**src/rtl/ex_issue_scheduler.sv**
```systemverilog
`default_nettype none
// ============================================================================
// Module      : ex_issue_scheduler
// Description : Per-lane issue sequencer and round-robin CDB completion
//               arbiter for an N-lane execute stage (ALU + multiplier/lane).
// Revision    : 1.0 - initial release
// ============================================================================
module ex_issue_scheduler #(
  parameter int N     = 5,
  parameter int CDB_W = 2,
  parameter int TAG_W = 6
) (
  input  logic                      clock,
  input  logic                      reset,
  input  logic                      flush,
  input  logic [N-1:0]              issue_valid,
  input  logic [N-1:0]              issue_is_mult,
  input  logic [N*TAG_W-1:0]        issue_tag,
  output logic [N-1:0]              issue_ready,
  output logic [N-1:0]              alu_start,
  output logic [N-1:0]              mult_start,
  input  logic [N-1:0]              ex_done,
  output logic [N-1:0]              ex_hold,
  output logic [CDB_W-1:0]          cdb_valid,
  output logic [CDB_W*TAG_W-1:0]    cdb_tag,
  output logic [CDB_W*$clog2(N)-1:0] cdb_lane
);

  localparam int LW = $clog2(N);

  localparam logic [1:0] c_IDLE     = 2'd0;
  localparam logic [1:0] c_EXEC     = 2'd1;
  localparam logic [1:0] c_WAIT_CDB = 2'd2;

  logic [1:0]         r_state [N];
  logic [TAG_W-1:0]   r_tag   [N];
  logic [N-1:0]       r_alu_start;
  logic [N-1:0]       r_mult_start;
  logic [LW-1:0]      r_rr_ptr;

  logic [N-1:0]       w_grant;
  logic               w_any;
  logic [LW-1:0]      w_last;
  logic [LW-1:0]      w_next_rr;
  logic [CDB_W-1:0]       w_cdb_valid;
  logic [CDB_W*TAG_W-1:0] w_cdb_tag;
  logic [CDB_W*LW-1:0]    w_cdb_lane;
  int                 w_slot;
  int                 w_idx;

  // Per-lane status outputs decoded straight from the registered lane state.
  generate
    for (genvar gi = 0; gi < N; gi++) begin : g_lane
      assign issue_ready[gi] = (r_state[gi] == c_IDLE);
      assign ex_hold[gi]     = (r_state[gi] == c_WAIT_CDB);
    end
  endgenerate

  assign alu_start  = r_alu_start;
  assign mult_start = r_mult_start;
  assign cdb_valid  = w_cdb_valid;
  assign cdb_tag    = w_cdb_tag;
  assign cdb_lane   = w_cdb_lane;

  // Circular scan from rr_ptr: the first CDB_W waiting lanes fill slots in order.
  always_comb begin
    w_grant     = '0;
    w_any       = 1'b0;
    w_last      = r_rr_ptr;
    w_cdb_valid = '0;
    w_cdb_tag   = '0;
    w_cdb_lane  = '0;
    w_slot      = 0;
    w_idx       = 0;
    for (int off = 0; off < N; off++) begin
      w_idx = (int'(r_rr_ptr) + off) % N;
      if (!flush && (r_state[w_idx] == c_WAIT_CDB) && (w_slot < CDB_W)) begin
        w_grant[w_idx]                      = 1'b1;
        w_cdb_valid[w_slot]                 = 1'b1;
        w_cdb_tag[w_slot*TAG_W +: TAG_W]    = r_tag[w_idx];
        w_cdb_lane[w_slot*LW +: LW]         = LW'(w_idx);
        w_last                              = LW'(w_idx);
        w_any                               = 1'b1;
        w_slot                              = w_slot + 1;
      end
    end
    w_next_rr = (w_last == LW'(N-1)) ? '0 : w_last + LW'(1);
  end

  // Lane sequencers: accept issue, launch one start pulse, wait for done, wait for grant.
  always_ff @(posedge clock or negedge reset) begin
    if (!reset) begin
      for (int i = 0; i < N; i++) begin
        r_state[i] <= c_IDLE;
        r_tag[i]   <= '0;
      end
      r_alu_start  <= '0;
      r_mult_start <= '0;
    end else begin
      r_alu_start  <= '0;
      r_mult_start <= '0;
      for (int i = 0; i < N; i++) begin
        if (flush) begin
          r_state[i] <= c_IDLE;
        end else begin
          case (r_state[i])
            c_IDLE: begin
              if (issue_valid[i]) begin
                r_state[i]      <= c_EXEC;
                r_tag[i]        <= issue_tag[i*TAG_W +: TAG_W];
                r_alu_start[i]  <= ~issue_is_mult[i];
                r_mult_start[i] <= issue_is_mult[i];
              end
            end
            c_EXEC: begin
              if (ex_done[i]) r_state[i] <= c_WAIT_CDB;
            end
            c_WAIT_CDB: begin
              if (w_grant[i]) r_state[i] <= c_IDLE;
            end
            default: r_state[i] <= c_IDLE;
          endcase
        end
      end
    end
  end

  // Round-robin pointer advances past the last granted lane; held on flush or idle bus.
  always_ff @(posedge clock or negedge reset) begin
    if (!reset) begin
      r_rr_ptr <= '0;
    end else if (!flush && w_any) begin
      r_rr_ptr <= w_next_rr;
    end
  end

endmodule
`default_nettype wire

```
**config.mk**
```make
export PLATFORM = sky130hd
export DESIGN_NAME = ex_issue_scheduler
export DESIGN_NICKNAME = d
export VERILOG_FILES = /design/src/rtl/ex_issue_scheduler.sv
export SDC_FILE = /design/constraint.sdc
export NUM_CORES = 1
export LEC_CHECK = 0
export ABC_AREA = 1
export CAP_MARGIN = 30
export CORE_ASPECT_RATIO = 0.7
export CORE_MARGIN = 2
export CORE_UTILIZATION = 45
export CTS_CLUSTER_SIZE = 28
export DETAILED_ROUTE_END_ITERATION = 7
export PLACE_DENSITY = 0.66
export SETUP_SLACK_MARGIN = 0.2
export SLEW_MARGIN = 20
export SYNTH_ARGS = -nofsm -noshare
export SYNTH_HDL_FRONTEND = slang
export SYNTH_SLANG_ARGS = --single-unit
```
**constraint.sdc**
```tcl
create_clock -name clock -period 13.85 [get_ports clock]
set_clock_uncertainty 0.15 [all_clocks]
set_input_delay 2.77 -clock clock [delete_from_list [all_inputs] [get_ports clock]]
set_output_delay 2.77 -clock clock [all_outputs]
set_load 0.02 [all_outputs]
```
==> impl_metrics.py <==
metrics = {
    "clocking": {
        "clk_pin_slew_ps": 80,
        "clock-root-buffer": "clkbuf_16",
        "cts_buffer_depth": 2,
        "cts_tree": "yes",
        "cts_setup_buffers": 0,
        "hold_buffers": 0,
        "cts_buffers": 5,
        "h-tree-depth": 2,
        "cts_resized": 0,
        "cts.sinks": 53,
        "clk_latency_ps": 310,
    },
    "cells_and_area": {
        "diodes": 0,
        "seq_area_mm2": 0.00133,
        "drive_above_1_share_pct": 7.77,
        "multi_input_area_mm2": 0.00574,
        "syn2layout_area_growth_pct": 15.5,
        "nets": 1542,
        "fillCellCount": 1776,
    },
    "grt": {
        "grt_pass1_wl_um": 49700,
        "grt_max_degree": 54,
        "grt_overflow": 0,
        "grt_pass1_vias": 8955,
        "antenna_found_initial": 0,
        "grt_usage_pct": 34.2,
    },
    "min_path": {
        "hold_end": "r_tag[22]",
        "hold_path.class": "register to register",
        "hold_path_depth": 2,
        "hold_start": "r_tag[22]",
    },
    "logic_synthesis": {
        "synth_commonest_cells": "nand2_1, nor2_1, inv_1",
        "syn-cell-area_mm2": 0.00791,
        "syn-instance-count": 1391,
        "synth_top_cell_area_share_pct": 19.7,
        "synth_top_flop_cell": "dfrtp_1",
        "synth.yosys.warnings": 0,
        "syn_area_per_cell_um2": 5.69,
        "seq_area_frac_synth_pct": 16.8,
        "synth-edff-count": 0,
        "synth_top_area_cell": "nand2_1",
        "synth_nets": 1479,
        "ys_ff_latch": 53,
        "yosysMostFrequentCell": "nand2_1",
        "synth_cell_types": 56,
        "synth_area_leaders": "nand2_1, dfrtp_1, nand3_1",
        "async_reset_ff_share_pct": 100,
    },
    "timing": {
        "hold_viol_final": 0,
        "maxSlewViolCount": 0,
        "fin_crit_sh_pct": 92.0,
        "period_minus_slack_ps": 12740,
        "setup_ws_ps": 1110,
        "rsz0062_at_grt": "no",
        "setup_viol": 0,
        "fmax_mhz": 78.5,
        "worstMarginPinSlew_ps": 831,
        "max-slew-margin-rel_pct": 44.6,
        "tns_ps": 0,
    },
    "setup_path": {
        "endpoint_kind": "output pin",
        "crit_slowest_cell": "clkdlybuf4s50_1",
        "crit_top_cell": "nand2_1",
        "cp_max_fo": 22,
        "cp-start-kind": "register",
        "critPathRequiredTime_ps": 10930,
        "arrival_ps": 9820,
        "reg2reg_from": "r_rr_ptr[0]",
        "worstSetupPathType": "register to output pin",
        "max_stage_delay_ps": 610,
        "r2r-end": "r_rr_ptr[2]",
        "r2r_cells": 45,
        "regToRegSetupSlack_ps": 5660,
    },
    "place": {
        "pre_cts_ws_ps": 829,
        "io_buffers": 87,
        "place_congestion": 1.14,
        "dp_hpwl_um": 25000,
    },
    "route": {
        "via_per_inst": 5.88,
        "wire_per_inst_um": 18.7,
        "routed_wl_um": 31600,
        "vias": 9920,
        "ant_nets": 0,
        "dr.first_iter.drc_count": 1280,
        "drt_pass1_iterations": 6,
        "drc": 0,
    },
    "floorplanning": {
        "initial_core_util_pct": 46.1,
        "die_w_um": 163,
        "core_area_mm2": 0.0172,
        "die-height_um": 115,
        "die_area_mm2": 0.0187,
        "num_rows": 40,
        "pin_count": 88,
    },
    "job": {
        "max_cap_violations": 0,
    },
    "outcome": {
        "outcome": "finished clean",
    },
}
==> layout by cell type (no fill, tap or decap), types with 5 or more instances in the layout <==
cell / netlist / final
a21oi_1: 60 / 60
buf_4: 5 / 11
clkbuf_16: 0 / 5
clkdlybuf4s50_1: 0 / 86
clkinv_1: 6 / 5
dfrtp_1: 53 / 52
ha_1: 39 / 38
inv_1: 148 / 147
inv_2: 18 / 18
nand2_1: 415 / 414
nand2_2: 23 / 24
nand2_4: 9 / 9
nand3_1: 132 / 132
nand3_2: 10 / 10
nand4_1: 24 / 24
nor2_1: 151 / 150
nor3_1: 13 / 13
nor4_1: 6 / 6
o211ai_1: 10 / 10
o21ai_0: 131 / 131
o21ai_1: 19 / 19
o22ai_1: 9 / 9
o31ai_1: 6 / 6
xor2_1: 6 / 5
==> worst max path at each step <==
stage / startpoint / cells after the start / end
6_report: r_rr_ptr[0] / 44 / cdb_tag[11]
5_1_grt: r_rr_ptr[0] / 45 / cdb_tag[3]
4_1_cts: r_rr_ptr[0] / 44 / cdb_tag[11]
3_5_place_dp: r_rr_ptr[0] / 44 / cdb_tag[11]
3_3_place_gp: r_rr_ptr[0] / 44 / cdb_tag[11]
2_1_floorplan: flush / 29 / cdb_tag[2]
==> critical path, delay by kind of cell, from the launching register on <==
| family | cells | cell delay [ps] |
|---|---|---|
| DFF | 1 | 330 |
| and+or+nand+nor | 20 | 3090 |
| buffers and inverters | 11 | 2430 |
| AOI/OAI and AO/OA | 5 | 1130 |
| adders and majority gates | 6 | 1830 |
| xor gates and xnor gates | 2 | 640 |
==> stage by stage <==
step                      instance area, um^2  hold WS (ps)  std cells  utilization [%]
after floorplan                          7910           362       1391                -
after global placement                   8930           413       1677             52.0
after detailed placement                 8930           418       1677             52.0
after CTS                                9090           436       1685             53.0
after global routing                     9140           461       1686             53.3
final                                    9140           435       1686             53.3
==> kinds of logic after synthesis <==
group           Yosys count  synth area share [%]
fa+ha+maj                40                  6.42
simple gates            805                  45.5
flops                    53                  16.8
mux                       3                 0.427
compound gates          263                  18.6
buf+inv                 216                  11.0
xor+xnor                 11                  1.31
==> routing by layer <==
| layer | GRT usage [%] | wire length [um] |
|---|---|---|
| met1 | 50.3 | 13800 |
| met3 | 13.2 | 5120 |
| met2 | 46.8 | 12000 |
| met5 | 2.27 | 60 |
| met4 | 7.32 | 631 |
==> registers in the layout (all words and copies together) (netlist names) <==
signal,count
mult_start,5
r_state,10
alu_start,5
r_tag,30
r_rr_ptr,3
==> layout make-up <==
cell class | instances | area share [%]
tap | 231 | 3.16
inverter | 173 | 7.21
clock buffer | 5 | 1.37
timing repair buffer | 99 | 10.5
multi-input combinational | 1122 | 62.8
clock inverter | 3 | 0.370
sequential | 53 | 14.5
Power is not shown: default switching activity piles up to over one toggle a cycle in this logic, so the estimate is an artifact.
